File: src/rtl/apb_pkg.sv
// APB master shared types and default widths.
// Imported by the FSM top and the wait-cycle counter.
package apb_pkg;

  localparam int APB_ADDR_W  = 32;
  localparam int APB_DATA_W  = 32;
  localparam int APB_TIMEOUT = 16;

  typedef enum logic [1:0] {
    IDLE   = 2'd0,
    SETUP  = 2'd1,
    ACCESS = 2'd2
  } apb_state_e;

  // Bits needed to hold 0..limit; a zero limit still gets one bit.
  function automatic int cnt_width(input int limit);
    return (limit < 1) ? 1 : $clog2(limit + 1);
  endfunction

endpackage

File: src/rtl/apb_timeout_cnt.sv
// Saturating ACCESS wait-cycle counter.
// expired flags the wait cycle whose count reaches LIMIT.
module apb_timeout_cnt
  import apb_pkg::*;
#(
  parameter int LIMIT = APB_TIMEOUT
) (
  input  logic clk,
  input  logic rst,
  input  logic clear,
  input  logic enable,
  output logic expired
);

  localparam int CW = cnt_width(LIMIT);
  localparam logic [CW-1:0] TOP  = CW'(LIMIT);
  localparam logic [CW-1:0] LAST =
    CW'((LIMIT > 0) ? LIMIT - 1 : 0);

  logic [CW-1:0] cnt_q;

  always_ff @(posedge clk or negedge rst) begin
    if (!rst) begin
      cnt_q <= '0;
    end else if (clear) begin
      cnt_q <= '0;
    end else if (enable && (cnt_q != TOP)) begin
      cnt_q <= cnt_q + 1'b1;
    end
  end

  // LIMIT of zero disables the abort path entirely.
  assign expired = (LIMIT > 0) && enable
                && (cnt_q == LAST);

endmodule

File: src/rtl/apb_master.sv
// APB requester-side master: command in, one APB transfer,
// one-cycle response pulse with optional wait timeout.
module apb_master
  import apb_pkg::*;
#(
  parameter int ADDR_W  = APB_ADDR_W,
  parameter int DATA_W  = APB_DATA_W,
  parameter int TIMEOUT = APB_TIMEOUT
) (
  input  logic              clk,
  input  logic              rst,
  input  logic              cmd_valid,
  output logic              cmd_ready,
  input  logic              cmd_write,
  input  logic [ADDR_W-1:0] cmd_addr,
  input  logic [DATA_W-1:0] cmd_wdata,
  output logic              rsp_valid,
  output logic [DATA_W-1:0] rsp_rdata,
  output logic              rsp_err,
  output logic              rsp_timeout,
  output logic              psel,
  output logic              penable,
  output logic              pwrite,
  output logic [ADDR_W-1:0] paddr,
  output logic [DATA_W-1:0] pwdata,
  input  logic [DATA_W-1:0] prdata,
  input  logic              pready,
  input  logic              pslverr
);

  apb_state_e state_q;
  apb_state_e state_d;

  logic accept;
  logic in_access;
  logic wait_en;
  logic expired;
  logic done_ok;
  logic done_to;

  assign in_access = (state_q == ACCESS);
  assign accept    = cmd_valid && cmd_ready;
  assign wait_en   = in_access && !pready;
  assign done_ok   = in_access && pready;
  assign done_to   = wait_en && expired;

  // Bus strobes come straight from the state register.
  always_comb begin
    cmd_ready = 1'b0;
    psel      = 1'b0;
    penable   = 1'b0;
    unique case (1'b1)
      (state_q == IDLE):   cmd_ready = 1'b1;
      (state_q == SETUP):  psel      = 1'b1;
      (state_q == ACCESS): begin
        psel    = 1'b1;
        penable = 1'b1;
      end
      default: cmd_ready = 1'b0;
    endcase
  end

  always_comb begin
    state_d = state_q;
    unique case (state_q)
      IDLE:    if (accept) state_d = SETUP;
      SETUP:   state_d = ACCESS;
      ACCESS:  if (done_ok || done_to) state_d = IDLE;
      default: state_d = IDLE;
    endcase
  end

  always_ff @(posedge clk or negedge rst) begin
    if (!rst) begin
      state_q <= IDLE;
    end else begin
      state_q <= state_d;
    end
  end

  always_ff @(posedge clk or negedge rst) begin
    if (!rst) begin
      pwrite <= 1'b0;
      paddr  <= '0;
      pwdata <= '0;
    end else if (accept) begin
      pwrite <= cmd_write;
      paddr  <= cmd_addr;
      pwdata <= cmd_wdata;
    end
  end

  // Response fields hold between pulses.
  always_ff @(posedge clk or negedge rst) begin
    if (!rst) begin
      rsp_valid   <= 1'b0;
      rsp_rdata   <= '0;
      rsp_err     <= 1'b0;
      rsp_timeout <= 1'b0;
    end else begin
      rsp_valid <= done_ok || done_to;
      if (done_ok) begin
        rsp_rdata   <= pwrite ? '0 : prdata;
        rsp_err     <= pslverr;
        rsp_timeout <= 1'b0;
      end else if (done_to) begin
        rsp_rdata   <= '0;
        rsp_err     <= 1'b1;
        rsp_timeout <= 1'b1;
      end
    end
  end

  apb_timeout_cnt #(
    .LIMIT (TIMEOUT)
  ) u_timeout_cnt (
    .clk     (clk),
    .rst     (rst),
    .clear   (accept),
    .enable  (wait_en),
    .expired (expired)
  );

endmodule

File: config.mk
export PLATFORM = sky130hd
export DESIGN_NAME = apb_master
export DESIGN_NICKNAME = d
export VERILOG_FILES = /design/src/rtl/apb_pkg.sv /design/src/rtl/apb_timeout_cnt.sv /design/src/rtl/apb_master.sv
export SDC_FILE = /design/constraint.sdc
export NUM_CORES = 1
export LEC_CHECK = 0
export BUFFER_PORTS_ARGS = -buffer_cell sky130_fd_sc_hd__buf_4
export CORE_ASPECT_RATIO = 0.9
export CORE_MARGIN = 2
export CORE_UTILIZATION = 46
export DETAILED_ROUTE_END_ITERATION = 8
export GPL_TIMING_DRIVEN = 0
export PLACE_DENSITY = 0.83
export SLEW_MARGIN = 40
export SYNTH_ARGS = -nofsm -noshare
export SYNTH_HDL_FRONTEND = slang
export SYNTH_SLANG_ARGS = --single-unit
File: constraint.sdc
create_clock -name clk -period 1.9 [get_ports clk]
set_clock_uncertainty 0.05 [all_clocks]
set_input_delay 0.19 -clock clk [delete_from_list [all_inputs] [get_ports clk]]
set_output_delay 0.19 -clock clk [all_outputs]
set_load 0.005 [all_outputs]
# Word level (Yosys, flattened, before mapping)
# Index checks and enable logic that the tools add are counted.
dict set report classes {
  div_mod_pow 0
  n_shift 0
  n_mux 14
  n_eq_ne 6
  bitwise 0
  reduce_logical 13
  mul 0
  addsub 1
  order_cmp 0
}
# op n
set op_table {}
lappend op_table {{32-bit 2-to-1 mux} 3}
lappend op_table {{5-bit 2-to-1 mux} 2}
lappend op_table {{1-bit logical AND} 6}
lappend op_table {{1-bit 2-to-1 mux} 6}
lappend op_table {{2-bit one-hot mux with 3 select lines} 1}
lappend op_table {{5-bit by 1-bit adder with 5-bit output (second input constant)} 1}
lappend op_table {{5-bit by 4-bit == test with 1-bit output (second input constant)} 1}
lappend op_table {{5-bit inequality test (second input constant)} 1}
lappend op_table {{2-bit 2-to-1 mux} 2}
lappend op_table {{2-bit nonzero test} 2}
lappend op_table {{2-bit by 1-bit == test with 1-bit output (second input constant)} 1}
lappend op_table {{2-bit == test (second input constant)} 1}
lappend op_table {{2-bit logical NOT} 1}
lappend op_table {{2-bit by 1-bit inequality test with 1-bit output (second input constant)} 1}
lappend op_table {{2-bit inequality test (second input constant)} 1}
lappend op_table {{2-bit AND reduction} 1}
lappend op_table {{2-bit OR reduction} 1}
lappend op_table {{1-bit logical NOT} 1}
lappend op_table {{1-bit logical OR} 1}
dict set report word_totals {
  output_inout_bits 103
  ram_bits 0
  ff_bits 107
  mem_bits_ro 0
  latchBits 0
  memories 0
}

# Longest topological paths before layout
dict set report logic_depth {
  ltp_word 7
  ltp_mapped 7
  mapped_depth_nobuf 6
}

# By module
# Synthesis repeated with hierarchy kept, for this count alone.
dict set report unflattened {
  hier_cells 262
  hier_area_um2 4307.9
}
# module cells_each instances area_per_inst_um2
set modules_own_cells {}
lappend modules_own_cells {apb_master 232 1 4001.3}
lappend modules_own_cells {apb_timeout_cnt 30 1 306.5}

# Least setup slack after synthesis
# No wires, ideal clock.
dict set report synth_path {
  path_kind {flip-flop to flip-flop}
  from {register u_timeout_cnt.cnt_q[0]}
  to {register state_q[0]}
  n_path_buf 0
  stages_incl_launch_ff 7
  path_slack_ns 0.309
  arrival_ns 1.416
  setup_ns 0.125
  cell_sequence {dfrtp_1 > ha_1 > and3_1 > ha_1 > nor2_1 > a21oi_1 > mux2_2}
}
dict set report synth_via {
  elab_chain_cells 6
}
# element line
set synth_rtl {}
lappend synth_rtl {{start, declared} apb_timeout_cnt.sv:20} ;# logic [CW-1:0] cnt_q;
lappend synth_rtl {{start signal, assigned} apb_timeout_cnt.sv:28} ;# cnt_q <= cnt_q + 1'b1;
lappend synth_rtl {{5-bit by 4-bit == test with 1-bit output} apb_timeout_cnt.sv:34} ;# && (cnt_q == LAST);
lappend synth_rtl {{1-bit logical AND} apb_timeout_cnt.sv:34}
lappend synth_rtl {{1-bit logical AND} apb_master.sv:45} ;# assign done_to = wait_en && expired;
lappend synth_rtl {{1-bit logical OR} apb_master.sv:68} ;# ACCESS: if (done_ok || done_to) state_d = IDLE;
lappend synth_rtl {{2-bit by 1-bit inequality test with 1-bit output (no line)} --}
lappend synth_rtl {{2-bit AND reduction (no line)} --}
lappend synth_rtl {{end signal, assigned} apb_master.sv:77} ;# state_q <= state_d;
lappend synth_rtl {{end, declared} apb_master.sv:31} ;# apb_state_e state_q;
# Every way passes these cells.
# A chain may end at the register's enable or synchronous reset.

# Worst setup path after layout
dict set report layout_path {
  from {register u_timeout_cnt.cnt_q[0]}
  to {register rsp_rdata[18]}
}
dict set report layout_via {
  elab_chain_cells 4
}
# element line
set layout_rtl {}
lappend layout_rtl {{5-bit by 4-bit == test with 1-bit output} apb_timeout_cnt.sv:34}
lappend layout_rtl {{1-bit logical AND} apb_timeout_cnt.sv:34}
lappend layout_rtl {{1-bit logical AND} apb_master.sv:45}
lappend layout_rtl {{2-bit nonzero test (no line)} --}
lappend layout_rtl {{end signal, assigned} apb_master.sv:103} ;# rsp_rdata <= pwrite ? '0 : prdata;
lappend layout_rtl {{end, declared} apb_master.sv:18} ;# output logic [DATA_W-1:0] rsp_rdata,
# Every way passes these cells.

==> results.txt <==
- The run finished with clean final reports.
- In the routed design, unresolved DRC markers number 0.
- Synthesized area: roughly 4200 um^2
- The number of antenna violations at the first check in global routing was 0.
- For this design the static power due to leakage is between 3 and 4 nW.
- Using the TritonRoute via totals, the vias-per-cell ratio works out to just under 5.
- Max-slew violation count: 0
- The net count of the finished layout is ~670.
- Depth of the worst hold-timing path: 2
- Worst setup slack before clock tree synthesis: 0.0577 ns
- Clock input transition at the sequential cells of the worst setup and hold paths: around 0.11 ns
- Number of standard cells in the layout, taps in and fillers out: 684
* Max Fanout on Critical Path: 10
- The detailed router placed roughly 3,400 vias in this run.
* Post-DP Area: slightly below 6000 um^2
- Entering global routing, the biggest net connects roughly 110 pins.
- In the post-synthesis netlist, the cell with the most instances is sky130_fd_sc_hd__dfrtp_1.
* Measured slew at the worst slew-check pin: roughly 0.37 ns
* Fraction of final layout cells with drive strength greater than 1: about 55%
- The initialized floorplan defines 33 standard-cell rows.
- Arrival time reported for the critical path endpoint: approximately 2.1 ns
* DIE AREA: slightly below 10,000 um^2
* Count of flip-flops with a built-in enable after synthesis: 0
- Synthesized netlist net count: about 370
- Count of distinct cell types in the synthesized netlist: 29
- Commonest cells in the synthesized netlist: sky130_fd_sc_hd__dfrtp_1 (107), sky130_fd_sc_hd__mux2_2 (56), sky130_fd_sc_hd__a22o_1 (32), sky130_fd_sc_hd__buf_6 (11), sky130_fd_sc_hd__mux2_4 (11)
- In this run the critical register-to-register path is launched from u_timeout_cnt.cnt_q[0].
- CP max stage delay: between 0.4 and 0.5 ns
- approximately 210 I/O pins were placed.
* Sequence of cells on the critical path: ha_1 -> and3_1 -> ha_1 -> o21ai_4 -> clkbuf_4 -> a22o_1
* Total congestion overflow after global routing: 0
- The finished cells cover between 6000 and 7000 um^2.
- Clock insertion delay at the later pin of the skew report: between 0.3 and 0.4 ns
- Counting flops and latches in the post-synthesis netlist gives 107.
- Critical Path Source Type: register
- Global-route usage over all layers: a little under a quarter
* Final setup violation count: 0
* Final wirelength: ~12 mm
- The number of antenna diodes in the final layout is 0.
- FF-to-FF End: rsp_rdata[18]
- Max Root-Sink Buffers: 2
- STA classifies the critical path endpoint as a register.
- Initial DRC count: 184
- CP max stage cell: sky130_fd_sc_hd__dfrtp_1
- From synthesis to final layout, the design area changed by 64.2%.
- Counting cells, the worst reg-to-reg path comes to 6.
* Highest clock frequency the design can meet: 555 MHz
- The first global-routing pass estimated roughly 18 mm of wire.
- Share of synthesized flip-flops with an asynchronous set or reset: between 90% and 100%
* Number of hold violations in the final report: 0
* Pwr/cell area: 1350 nW/um^2
- The die is 94.7 um tall.
* Drt pass-1 iters: 4
* Cell type contributing the most total cell area after synthesis: sky130_fd_sc_hd__dfrtp_1
* Clock tree from TritonCTS: done
* Antenna-violating nets left: 0
- The initial utilization of the core area, before any placement, comes to between 40% and 50%.
* Final Worst Setup Slack: 0.0991 ns
* Die X: between 100 and 150 um
* Maximum resistive drop on vdd: approximately 670 uV
* Placed Instances: approximately 600
- After detailed routing, the average wire length per cell comes to ~18 um.
- Portion of the clock cycle consumed by the worst path in the final layout: 94.8%
* Total clock buffers created by CTS: 9
- Sequential cells were found to cover a little under two thirds of the synthesized design area.
- The worst hold path belongs to the class in2reg.
* Ys flop type: sky130_fd_sc_hd__dfrtp_1
* Synthesized area per cell: approximately 16 um^2
* Setup repair after global routing missed its margin: true
- Clk sinks: around 110
- Portion of synthesized cell area occupied by the leading cell type: between 60% and 70%
- In this run the number of H-tree levels came out at 3.
- Cell type with the highest occurrence count on the critical path: sky130_fd_sc_hd__ha_1
- Final critical-path required period: 1.80 ns
- The tree is rooted in a sky130_fd_sc_hd__clkbuf_8.
- Required time of the worst setup path: 2.16 ns
* Fin util: roughly three quarters
- Number of buffers inserted by port buffering: slightly above 200
- Across the run, the number of max-cap violations was 0.
- The core region is approximately 9000 um^2.
- Post-DP HPWL: between 7 and 8 mm
* WHS Endpoint: pwdata[0]
- Critical path class: reg2reg
* R2R Setup Slk: around 0.099 ns
- By area the synthesized netlist is led by sky130_fd_sc_hd__dfrtp_1 (64%), sky130_fd_sc_hd__mux2_2 (15%), sky130_fd_sc_hd__a22o_1 (6.7%).
- In the synthesized netlist, the number of instances is 263.
* Number of global-route vias before repair: between 3,000 and 4,000
* Worst hold slack: ~0.008 ns
- At the end of routability-driven placement, the weighted congestion stood at around 0.85.
- Headroom to the max-slew limit came out at 75.6%.
- In this run the most critical hold path is launched from cmd_wdata[0].
- Total number of yosys warnings: 0
worst max path at each step:
stage                                       from  cells past startpoint       endpoint
after floorplan           u_timeout_cnt.cnt_q[0]                      6     state_q[0]
after global placement    u_timeout_cnt.cnt_q[0]                      6  rsp_rdata[20]
after detailed placement  u_timeout_cnt.cnt_q[0]                      6   rsp_rdata[6]
after CTS                 u_timeout_cnt.cnt_q[0]                      6  rsp_rdata[23]
after global routing      u_timeout_cnt.cnt_q[0]                      6  rsp_rdata[11]
final                     u_timeout_cnt.cnt_q[0]                      6  rsp_rdata[18]
report_power, final:
part / switching, mW / internal [mW]
clock network: 0.828 / 0.501
registers: 0.612 / 3.29
logic: 1.45 / 2.66
repair_timing:
item	in CTS	in global routing
resized for setup	1	5
hold buffers	65	12
setup buffers	0	1
cloned	0	0
hold endpoints to repair	171	12
pin swaps	0	0
endpoints found under the setup margin	1	31
sequential cells by signal, summed over array words and instances (netlist names):
register,cells
state_q,2
pwdata,32
rsp_valid,1
rsp_rdata,32
pwrite,1
rsp_err,1
paddr,32
rsp_timeout,1
u_timeout_cnt.cnt_q,5
layout make-up:
class                           count  area, um^2
Tap cell                          122         153
Fill cell                         542        2090
Clock buffer                        9         124
Inverter                            6        22.5
Sequential cell                   107        2680
Multi-Input combinational cell    136        1380
Clock inverter                      7        60.1
Timing Repair Buffer              283        2340
Buffer                             14         146
critical path, delay by kind of cell, from the launching register on:
family / cells / cell delay (ns)
AO/OA/AOI/OAI: 2 / 0.39
adder cells (fa/ha/maj): 2 / 0.47
buffers and inverters: 1 / 0.26
flip-flops: 1 / 0.43
AND/OR/NAND/NOR: 1 / 0.15
per-stage QoR:
| stage | power (mW) | setup TNS, ns |
|---|---|---|
| finish | 9.34 | 0 |
| global route | 9.88 | -0.00601 |
| CTS | 9.25 | 0 |
| detailed placement | 7.81 | 0 |
| global placement | 7.66 | 0 |
| floorplan | 5.64 | 0 |
metal layers:
| layer | routed length (um) | track usage [%] | up-vias |
|---|---|---|---|
| met3 | 698 | 5.45 | 15 |
| met5 | 0 | 0 | - |
| li1 | - | - | 1546 |
| met4 | 197 | 6.78 | 0 |
| met1 | 4860 | 28.1 | 1673 |
| met2 | 6250 | 41.0 | 135 |
logic make-up (layout without fill, tap and decap cells):
family	count (synthesis)	in the layout	share of synthesized area, %
DFF	107	107	63.7
buffers and inverters	20	319	3.84
adders and majority gates	7	7	2.08
muxes	67	67	18.9
and+or+nand+nor	18	18	2.97
AOI/OAI and AO/OA	44	44	8.54
layout by cell type, fill, tap and decap left out, types with 2 or more instances in the layout:
master,synthesis,layout
sky130_fd_sc_hd__a21oi_1,5,4
sky130_fd_sc_hd__a22o_1,32,32
sky130_fd_sc_hd__buf_4,0,205
sky130_fd_sc_hd__buf_6,11,11
sky130_fd_sc_hd__clkbuf_4,0,2
sky130_fd_sc_hd__clkbuf_8,0,9
sky130_fd_sc_hd__clkinvlp_4,0,2
sky130_fd_sc_hd__dfrtp_1,107,107
sky130_fd_sc_hd__dlygate4sd3_1,0,77
sky130_fd_sc_hd__ha_1,7,7
sky130_fd_sc_hd__inv_1,6,6
sky130_fd_sc_hd__inv_8,0,2
sky130_fd_sc_hd__mux2_2,56,56
sky130_fd_sc_hd__mux2_4,11,11
sky130_fd_sc_hd__nand2_1,3,3
sky130_fd_sc_hd__nand3_1,2,2
sky130_fd_sc_hd__nor2_1,2,2
sky130_fd_sc_hd__o21ai_0,2,2
Note: power is estimated with default switching activity, not from simulation.
